[config.mk]
export PLATFORM = sky130hd
export DESIGN_NAME = flag_stack_unit
export DESIGN_NICKNAME = d
export VERILOG_FILES = /design/src/rtl/flag_pkg.sv /design/src/rtl/flag_shadow_stack.sv /design/src/rtl/flag_stack_unit.sv
export SDC_FILE = /design/constraint.sdc
export NUM_CORES = 1
export LEC_CHECK = 0
export CORE_MARGIN = 2
export CORE_UTILIZATION = 45
export DETAILED_ROUTE_END_ITERATION = 8
export PLACE_DENSITY = 0.82
export SYNTH_ARGS = -nofsm -noshare
export SYNTH_HDL_FRONTEND = slang
export SYNTH_SLANG_ARGS = --single-unit
export TNS_END_PERCENT = 10
[constraint.sdc]
create_clock -name CLK -period 2.7 [get_ports CLK]
set_input_delay 0.405 -clock CLK [delete_from_list [all_inputs] [get_ports CLK]]
set_output_delay 0.405 -clock CLK [all_outputs]
set_load 0.005 [all_outputs]
[src/rtl/flag_pkg.sv]
// Shared definitions for the flag stack unit.
//   - Flag bit indices (C and Z).
//   - Default parameter values for the flag count and shadow stack depth.
//   - shad_op_t: the shadow stack operation decoded once per cycle
//     from the push/pop requests.
package flag_pkg;

    localparam int FLG_C_IDX      = 0;
    localparam int FLG_Z_IDX      = 1;

    localparam int NUM_FLAGS_DEF  = 2;
    localparam int SHAD_DEPTH_DEF = 4;

    typedef enum logic [1:0] {
        SH_NONE,
        SH_PUSH,
        SH_POP,
        SH_SWAP
    } shad_op_t;

endpackage

[src/rtl/flag_shadow_stack.sv]
// LIFO shadow stack of the flag vector, used to nest interrupts.
// Ports:
//   clk, rst_n   clock, asynchronous active-low reset
//   op           decoded operation for this cycle (none/push/pop/swap)
//   push_data    current registered flag vector (value saved on push/swap)
//   err_clr      clears the sticky overflow/underflow bits
//   top_data     contents of the top valid entry
//   push_taken   an entry is written this cycle
//   pop_taken    the flag register must load top_data this cycle
//   count        number of valid entries
//   empty, full  decodes of count
//   ovf, unf     sticky error bits (push while full / pop while empty)
module flag_shadow_stack
    import flag_pkg::*;
#(
    parameter int NUM_FLAGS  = NUM_FLAGS_DEF,
    parameter int SHAD_DEPTH = SHAD_DEPTH_DEF,
    parameter int CNT_W      = $clog2(SHAD_DEPTH + 1)
) (
    input  logic                 clk,
    input  logic                 rst_n,
    input  shad_op_t             op,
    input  logic [NUM_FLAGS-1:0] push_data,
    input  logic                 err_clr,
    output logic [NUM_FLAGS-1:0] top_data,
    output logic                 push_taken,
    output logic                 pop_taken,
    output logic [CNT_W-1:0]     count,
    output logic                 empty,
    output logic                 full,
    output logic                 ovf,
    output logic                 unf
);

    localparam int IDX_W = (SHAD_DEPTH > 1) ? $clog2(SHAD_DEPTH) : 1;

    logic [NUM_FLAGS-1:0] entry_reg [SHAD_DEPTH];
    logic [CNT_W-1:0]     count_reg;
    logic [CNT_W-1:0]     count_next;
    logic                 ovf_reg;
    logic                 unf_reg;
    logic                 ovf_set;
    logic                 unf_set;
    logic                 wr_en;
    logic [IDX_W-1:0]     wr_idx;
    logic [IDX_W-1:0]     top_idx;

    assign empty   = (count_reg == '0);
    assign full    = (count_reg == CNT_W'(SHAD_DEPTH));
    assign top_idx = IDX_W'(count_reg - CNT_W'(1));
    // Only meaningful when not empty; the flag register ignores it otherwise.
    assign top_data = entry_reg[top_idx];

    always_comb begin
        push_taken = 1'b0;
        pop_taken  = 1'b0;
        wr_en      = 1'b0;
        wr_idx     = IDX_W'(count_reg);
        count_next = count_reg;
        ovf_set    = 1'b0;
        unf_set    = 1'b0;
        case (op)
            SH_PUSH: begin
                if (!full) begin
                    wr_en      = 1'b1;
                    push_taken = 1'b1;
                    count_next = count_reg + CNT_W'(1);
                end else begin
                    ovf_set = 1'b1;
                end
            end
            SH_POP: begin
                if (!empty) begin
                    pop_taken  = 1'b1;
                    count_next = count_reg - CNT_W'(1);
                end else begin
                    unf_set = 1'b1;
                end
            end
            SH_SWAP: begin
                if (!empty) begin
                    // Exchange flags with the top entry; depth unchanged.
                    wr_en      = 1'b1;
                    wr_idx     = top_idx;
                    push_taken = 1'b1;
                    pop_taken  = 1'b1;
                end else begin
                    // Nothing to pop: behaves as a push and flags underflow.
                    // An empty stack is never full since depth >= 1.
                    wr_en      = 1'b1;
                    push_taken = 1'b1;
                    count_next = count_reg + CNT_W'(1);
                    unf_set    = 1'b1;
                end
            end
            default: ;
        endcase
    end

    generate
        for (genvar gi = 0; gi < SHAD_DEPTH; gi++) begin : g_entry
            always_ff @(posedge clk or negedge rst_n) begin
                if (!rst_n) begin
                    entry_reg[gi] <= '0;
                end else if (wr_en && (wr_idx == IDX_W'(gi))) begin
                    entry_reg[gi] <= push_data;
                end
            end
        end
    endgenerate

    always_ff @(posedge clk or negedge rst_n) begin
        if (!rst_n) begin
            count_reg <= '0;
            ovf_reg   <= 1'b0;
            unf_reg   <= 1'b0;
        end else begin
            count_reg <= count_next;
            // A fresh error beats a simultaneous clear.
            ovf_reg   <= ovf_set | (ovf_reg & ~err_clr);
            unf_reg   <= unf_set | (unf_reg & ~err_clr);
        end
    end

    assign count = count_reg;
    assign ovf   = ovf_reg;
    assign unf   = unf_reg;

endmodule

[src/rtl/flag_stack_unit.sv]
// Architectural flag register with per-flag clear/load/set controls and a
// shadow stack for nested interrupt save/restore.
// Ports:
//   CLK, RST_N                 clock, asynchronous active-low reset
//   FLG_CLR/FLG_LD/FLG_SET     per-flag controls, priority CLR > LD > SET
//   FLG_IN                     ALU flag values used by FLG_LD
//   FLG_PUSH, FLG_POP          save flags (interrupt entry) / restore (RETIE)
//   ERR_CLR                    clears SHAD_OVF and SHAD_UNF
//   FLAGS                      registered flags
//   SHAD_COUNT/EMPTY/FULL      shadow stack occupancy
//   SHAD_OVF, SHAD_UNF         sticky overflow / underflow
module flag_stack_unit
    import flag_pkg::*;
#(
    parameter int NUM_FLAGS  = NUM_FLAGS_DEF,
    parameter int SHAD_DEPTH = SHAD_DEPTH_DEF,
    parameter int CNT_W      = $clog2(SHAD_DEPTH + 1)
) (
    input  logic                 CLK,
    input  logic                 RST_N,
    input  logic [NUM_FLAGS-1:0] FLG_CLR,
    input  logic [NUM_FLAGS-1:0] FLG_LD,
    input  logic [NUM_FLAGS-1:0] FLG_SET,
    input  logic [NUM_FLAGS-1:0] FLG_IN,
    input  logic                 FLG_PUSH,
    input  logic                 FLG_POP,
    input  logic                 ERR_CLR,
    output logic [NUM_FLAGS-1:0] FLAGS,
    output logic [CNT_W-1:0]     SHAD_COUNT,
    output logic                 SHAD_EMPTY,
    output logic                 SHAD_FULL,
    output logic                 SHAD_OVF,
    output logic                 SHAD_UNF
);

    logic [NUM_FLAGS-1:0] flags_reg;
    logic [NUM_FLAGS-1:0] flags_next;
    logic [NUM_FLAGS-1:0] upd_flags;
    logic [NUM_FLAGS-1:0] top_data;
    logic                 push_taken;
    logic                 pop_taken;
    shad_op_t             shad_op;

    always_comb begin
        case ({FLG_PUSH, FLG_POP})
            2'b10:   shad_op = SH_PUSH;
            2'b01:   shad_op = SH_POP;
            2'b11:   shad_op = SH_SWAP;
            default: shad_op = SH_NONE;
        endcase
    end

    flag_shadow_stack #(
        .NUM_FLAGS  (NUM_FLAGS),
        .SHAD_DEPTH (SHAD_DEPTH),
        .CNT_W      (CNT_W)
    ) u_stack (
        .clk        (CLK),
        .rst_n      (RST_N),
        .op         (shad_op),
        .push_data  (flags_reg),
        .err_clr    (ERR_CLR),
        .top_data   (top_data),
        .push_taken (push_taken),
        .pop_taken  (pop_taken),
        .count      (SHAD_COUNT),
        .empty      (SHAD_EMPTY),
        .full       (SHAD_FULL),
        .ovf        (SHAD_OVF),
        .unf        (SHAD_UNF)
    );

    generate
        for (genvar gi = 0; gi < NUM_FLAGS; gi++) begin : g_flag
            always_comb begin
                if (FLG_CLR[gi])      upd_flags[gi] = 1'b0;
                else if (FLG_LD[gi])  upd_flags[gi] = FLG_IN[gi];
                else if (FLG_SET[gi]) upd_flags[gi] = 1'b1;
                else                  upd_flags[gi] = flags_reg[gi];
            end
        end
    endgenerate

    // Any taken pop (plain or swap) restores the top entry and overrides the
    // per-flag controls; a push alone leaves the per-flag update in force.
    always_comb begin
        case ({push_taken, pop_taken})
            2'b01, 2'b11: flags_next = top_data;
            default:      flags_next = upd_flags;
        endcase
    end

    always_ff @(posedge CLK or negedge RST_N) begin
        if (!RST_N) begin
            flags_reg <= '0;
        end else begin
            flags_reg <= flags_next;
        end
    end

    assign FLAGS = flags_reg;

endmodule

==> Word-level counts from Yosys, hierarchy flattened <==
Cells that the tools add are included.
{ "op_classes": {"n_addsub": 2, "mul": 0, "div": 0, "order_cmp": 1, "n_eq_ne": 15, "shift": 0, "muxes": 25, "bitwise": 6, "n_reduce_logical": 12} }
{ "ops": {"columns": ["cell", "n"], "rows": [
  ["== test 2 bit (second input constant)", 7],
  ["two-way mux 1 bit", 13],
  ["two-way mux 2 bit", 5],
  ["two-way mux 3 bit", 3],
  ["case mux 3 bit (3 select lines)", 1],
  ["== test 2 x 1 -> 1 bit (second input constant)", 4],
  ["nonzero test 4 bit", 2],
  ["!= test 2 bit (second input constant)", 3],
  ["case mux 2 bit (3 select lines)", 1],
  ["binary-select mux 2 bit (select 2 bit)", 1],
  ["logical AND 1 bit", 4],
  ["AND reduction 4 bit", 1],
  ["OR reduction 2 bit", 2],
  ["adder 3 x 1 -> 3 bit (second input constant)", 1],
  ["== test 3 bit (second input constant)", 1],
  ["greater-or-equal comparator 3 bit (second input constant)", 1],
  ["zero test 3 bit", 1],
  ["inverter 2 -> 3 bit", 1],
  ["nonzero test 3 bit", 1],
  ["subtractor 3 x 1 -> 3 bit (second input constant)", 1],
  ["AND 1 bit", 2],
  ["zero test 2 bit", 1],
  ["OR 1 bit", 2],
  ["case mux 1 bit (2 select lines)", 1],
  ["inverter 1 bit", 1]
]} }
{ "word_totals": {"reg_bits": 15, "latchBits": 0, "mem_bits_rw": 0, "romBits": 0, "input_bits": 13, "out_inout_bits": 9, "memories": 0} }

==> Logic depth before layout (Yosys ltp) <==
{ "depth": {"ltp_word": 8, "ltp_mapped": 8, "mapped_depth_nobuf": 7} }

==> Cells and area by module <==
From an unflattened synthesis, not the netlist that was laid out.
{ "unflattened": {"hier_cells": 90, "hier_area_um2": 1016.0} }
{ "by_module_without_submodules": {"columns": ["mod", "n_inst", "cells_each", "area_each_um2"], "rows": [
  ["flag_shadow_stack", 1, 78, 910.9],
  ["flag_stack_unit", 1, 12, 105.1]
]} }

==> Least setup slack after synthesis <==
Ideal clock, no wire load.
{ "synth_path": {"path_kind": "register to register", "startpoint": "register u_stack.count_reg[0] (netlist: u_stack.count[0])", "endpoint": "register u_stack.entry_reg[2] in the netlist's numbering", "setup_ns": 0.128, "arrival_time_ns": 1.961, "t_required_ns": 2.572, "slack_ns": 0.611, "path_stages_with_launch": 9, "path_buffers": 1, "period_less_slack_ns": 2.089, "cell_sequence": "dfrtp_1 > buf_4 > inv_1 > ha_1 > nand2b_2 > nand3_1 > mux2_4 > nor2_1 > mux2_1"} }
{ "synth_via": {"elab_chain_len": 5} }
{ "synth_rtl": {"columns": ["item", "line", "text"], "rows": [
  ["start: declaration", "flag_shadow_stack.sv:38", "logic [CNT_W-1:0] count_reg;"],
  ["start signal: assignment", "flag_shadow_stack.sv:118", "count_reg <= count_next;"],
  ["subtractor 3 x 1 -> 3 bit / zero test 3 bit (equally long branches)", "flag_shadow_stack.sv:50, flag_shadow_stack.sv:48", null],
  ["two-way mux 2 bit", "flag_shadow_stack.sv:81", "if (!empty) begin"],
  ["two-way mux 2 bit", "flag_shadow_stack.sv:62", "case (op)"],
  ["== test 2 bit", "flag_shadow_stack.sv:105", "end else if (wr_en && (wr_idx == IDX_W'(gi))) begin"],
  ["logical AND 1 bit (*)", "flag_shadow_stack.sv:105", null],
  ["end signal: indexed assignment", "flag_shadow_stack.sv:106", "entry_reg[gi] <= push_data;"],
  ["end: declaration", "flag_shadow_stack.sv:37", "logic [NUM_FLAGS-1:0] entry_reg [SHAD_DEPTH];"]
]} }
Every way passes the cells marked *; elsewhere a longest branch is shown, timed or not.
A chain may end at the register's enable or synchronous reset.

==> Final worst setup path <==
{ "layout_path": {"startpoint": "register u_stack.count_reg[1] (netlist: u_stack.count[1])", "endpoint": "output port SHAD_EMPTY"} }
{ "layout_via": {"elab_chain_len": 1} }
{ "layout_rtl": {"columns": ["item", "line", "text"], "rows": [
  ["zero test 3 bit", "flag_shadow_stack.sv:48", "assign empty = (count_reg == '0);"],
  ["end: declaration", "flag_stack_unit.sv:30", "output logic SHAD_EMPTY,"]
]} }
Every way passes these cells.

==> metrics.md <==
| Metric | Value |
|---|---|
| Status | `finished, final reports clean` |
| Top cell type's share of synthesized area | `40.6%` |
| Crit. End Element | `primary output` |
| Crit path cell chain | `inv_1 -> ha_1 -> nand2b_2 -> inv_1 -> clkdlybuf4s50_1` |
| Crit path top cell by count | `inv_1` |
| Number of synthesized flops with an enable pin | `0` |
| Slowest CP cell | `clkdlybuf4s50_1` |
| Ranking of synthesized cells by area | `dfrtp_1 41%, mux2_1 7.3%, mux2_4 4.9%` |
| Clock network latency to the later pin of the worst-skew pair | `around 0.29 ns` |
| Maximum clock path buffer count | `2` |
| First-pass GRT wire length | `3220 um` |
| Crit path max fanout | `9` |
| Crit share post-route | `around nine tenths` |
| Post-Place Cells | `approximately 130` |
| Final setup margin | `roughly 0.27 ns` |
| Wire per inst | `around 14 um` |
| Setup_tns | `0 ns` |
| Number of buffers created by CTS | `3` |
| Initial antenna violation count | `0` |
| Total track usage | `between 10% and 20%` |
| Chip height | `49.3 um` |
| Leakage power | `roughly 0.52 nW` |
| Fmax | `roughly 400 MHz` |
| # IOs | `22` |
| # DRC | `0` |
| First DRT Iteration DRCs | `18` |
| # hold bufs at CTS | `0` |
| Post-Syn Instances | `about 90` |
| Nets@finish | `around 130` |
| Pwr per Cell Area | `1030 nW/um^2` |
| Layout cell share with drive strength beyond 1 | `between 10 and 15%` |
| H-tree depth | `1` |
| Worst path bufs/invs | `3` |
| Cell Area, Synth | `925 um^2` |
| FF+latch count, synth | `15` |
| Hold Crit Class | `flip-flop to flip-flop` |
| Multi-input logic area | `~500 um^2` |
| Max Cap Viol | `0` |
| Post-synth top area cell | `dfrtp_1` |
| Final std cells w/o fill | `between 100 and 150` |
| Synthesized Nets | `105` |
| Unrepaired setup endpoints after global routing | `no` |
| Seq/Total Area, Yosys | `40.6%` |
| Resized Gates After CTS | `0` |
| Largest net degree at the start of global routing | `16` |
| Worst path required time | `between 2 and 2.5 ns` |
| Top FF cell, synth | `dfrtp_1` |
| Fill cells | `between 150 and 200` |
| CP peak stage delay | `just over 0.5 ns` |
| Synth warn | `0` |
| Synth-to-Final Area Change | `27.9%` |
| Drt via density | `roughly 5.5` |
| Crit start category | `flip-flop` |
| Final setup violation count | `0` |
| Std cell rows | `16` |
| CTS Sinks | `15` |
| Final GP Congestion | `around 0.83` |
| Number of port buffers | `21` |
| Family with the most delay on the worst path | `buffers and inverters` |
| Vias in the first global route | `731` |
| Die Wd | `about 49 um` |
| Die Area | `2430 um^2` |
| Seq. cell area | `375 um^2` |
| Slew headroom | `between 50 and 60%` |
| Setup bufs post-CTS | `0` |
| Max Slew Vio Count | `0` |
| Arr. time, crit path | `a little over 2 ns` |
| Crit Path Category | `flip-flop to primary output` |
| GRT overflow | `0` |
| Syn Area/Cell | `10.4 um^2` |
| WL final | `1960 um` |
| Count leader, synth | `dfrtp_1` |
| CTS tree | `built` |
| Largest register FFs | `8` |
| Antenna Nets Post-Route | `0` |
| Root buf cell | `clkbuf_4` |
| Clock transition at path regs | `~0.090 ns` |
| Share of flip-flops with an asynchronous set or reset | `between 90% and 100%` |
| Core area | `~1900 um^2` |
| Netlist cell types | `32` |
| Dpl ws | `0.421 ns` |
| Vias post-DR | `765` |
| Endpoints failing hold | `0` |
| Hpwl dp | `approximately 1500 um` |
| Reg2Reg Setup Slack | `~0.5 ns` |
| Inserted Diodes | `0` |
| First drt pass iteration count | `4` |
| Worst slew pin tran | `0.666 ns` |
| Skew final | `a little over 0.008 ns` |
| Effective utilization at floorplan | `47.6%` |
| Worst VDD drop | `between 700 and 800 uV` |
| Most frequent cells after synthesis | `15 x dfrtp_1, 8 x nor2_1, 7 x nand2_1` |
| Fin crit period | `2.43 ns` |
-- layout make-up --
cell class              count  area share, %
clock buffers               4           2.22
inverters                   5           1.59
multi-input cells          64           42.5
flip-flops and latches     15           31.7
well taps                  27           2.86
repair buffers             23           19.0
-- worst paths after layout --
| path | start | endpoint | cells past startpoint |
|---|---|---|---|
| setup / recovery | u_stack.count[1] | SHAD_EMPTY | 5 |
| hold / removal | u_stack.entry_reg[3] | u_stack.entry_reg[3] | 1 |
| setup reg to reg | u_stack.count[1] | u_stack.entry_reg[2] | 7 |
| hold reg to reg | u_stack.entry_reg[3] | u_stack.entry_reg[3] | 1 |
| max in group asynchronous | RST_N | FLAGS[1] | 1 |
| min in group asynchronous | RST_N | u_stack.entry_reg[6] | 1 |
-- logic make-up (layout without fill, tap and decap cells) --
kind of cell / after synthesis / after routing / share of synthesized area (%)
compound gates: 20 / 20 / 14.7
xor+xnor: 3 / 3 / 2.84
fa+ha+maj: 3 / 3 / 4.06
buf+inv: 10 / 32 / 5.01
flops: 15 / 15 / 40.6
mux: 11 / 11 / 17.0
simple gates: 27 / 27 / 15.7
-- per-stage QoR --
stage | util, % | hold slack [ns] | total power [W] | instance area [um^2]
5_1_grt | 60.9 | 0.508 | 0.00132 | 1180
3_5_place_dp | 59.5 | 0.481 | 0.00110 | 1160
4_1_cts | 60.9 | 0.500 | 0.00124 | 1180
6_report | 60.9 | 0.494 | 0.00122 | 1180
2_1_floorplan | - | 0.109 | 0.000869 | 925
3_3_place_gp | 59.5 | 0.471 | 0.00108 | 1160
-- per-layer routing --
metal,up-vias,share of wire (%),track usage (%),routed length (um)
met5,-,0,0,0
met4,0,1.6,8.57,31
met3,4,6.1,7.67,119
met2,23,53,30.9,1030
met1,372,39,18.7,773
li1,366,-,-,-
-- layout by cell type, fill, tap and decap left out, types with 2 or more instances in the layout --
master and n:
a21oi_1 6, buf_4 2, clkbuf_4 3, clkdlybuf4s50_1 21, dfrtp_1 15, ha_1 3, inv_1 5, mux2_1 6
mux2_4 3, mux4_2 2, nand2_1 7, nand3_1 2, nor2_1 8, o21ai_0 6, o31ai_1 2, xnor2_1 3
-- power breakdown --
group / switching [W] / internal [W]
combinational: 0.000309 / 0.000385
sequential: 0.0000800 / 0.000319
clock: 0.0000716 / 0.0000574
total: 0.000461 / 0.000762
Note: power is estimated with default switching activity, not from simulation.
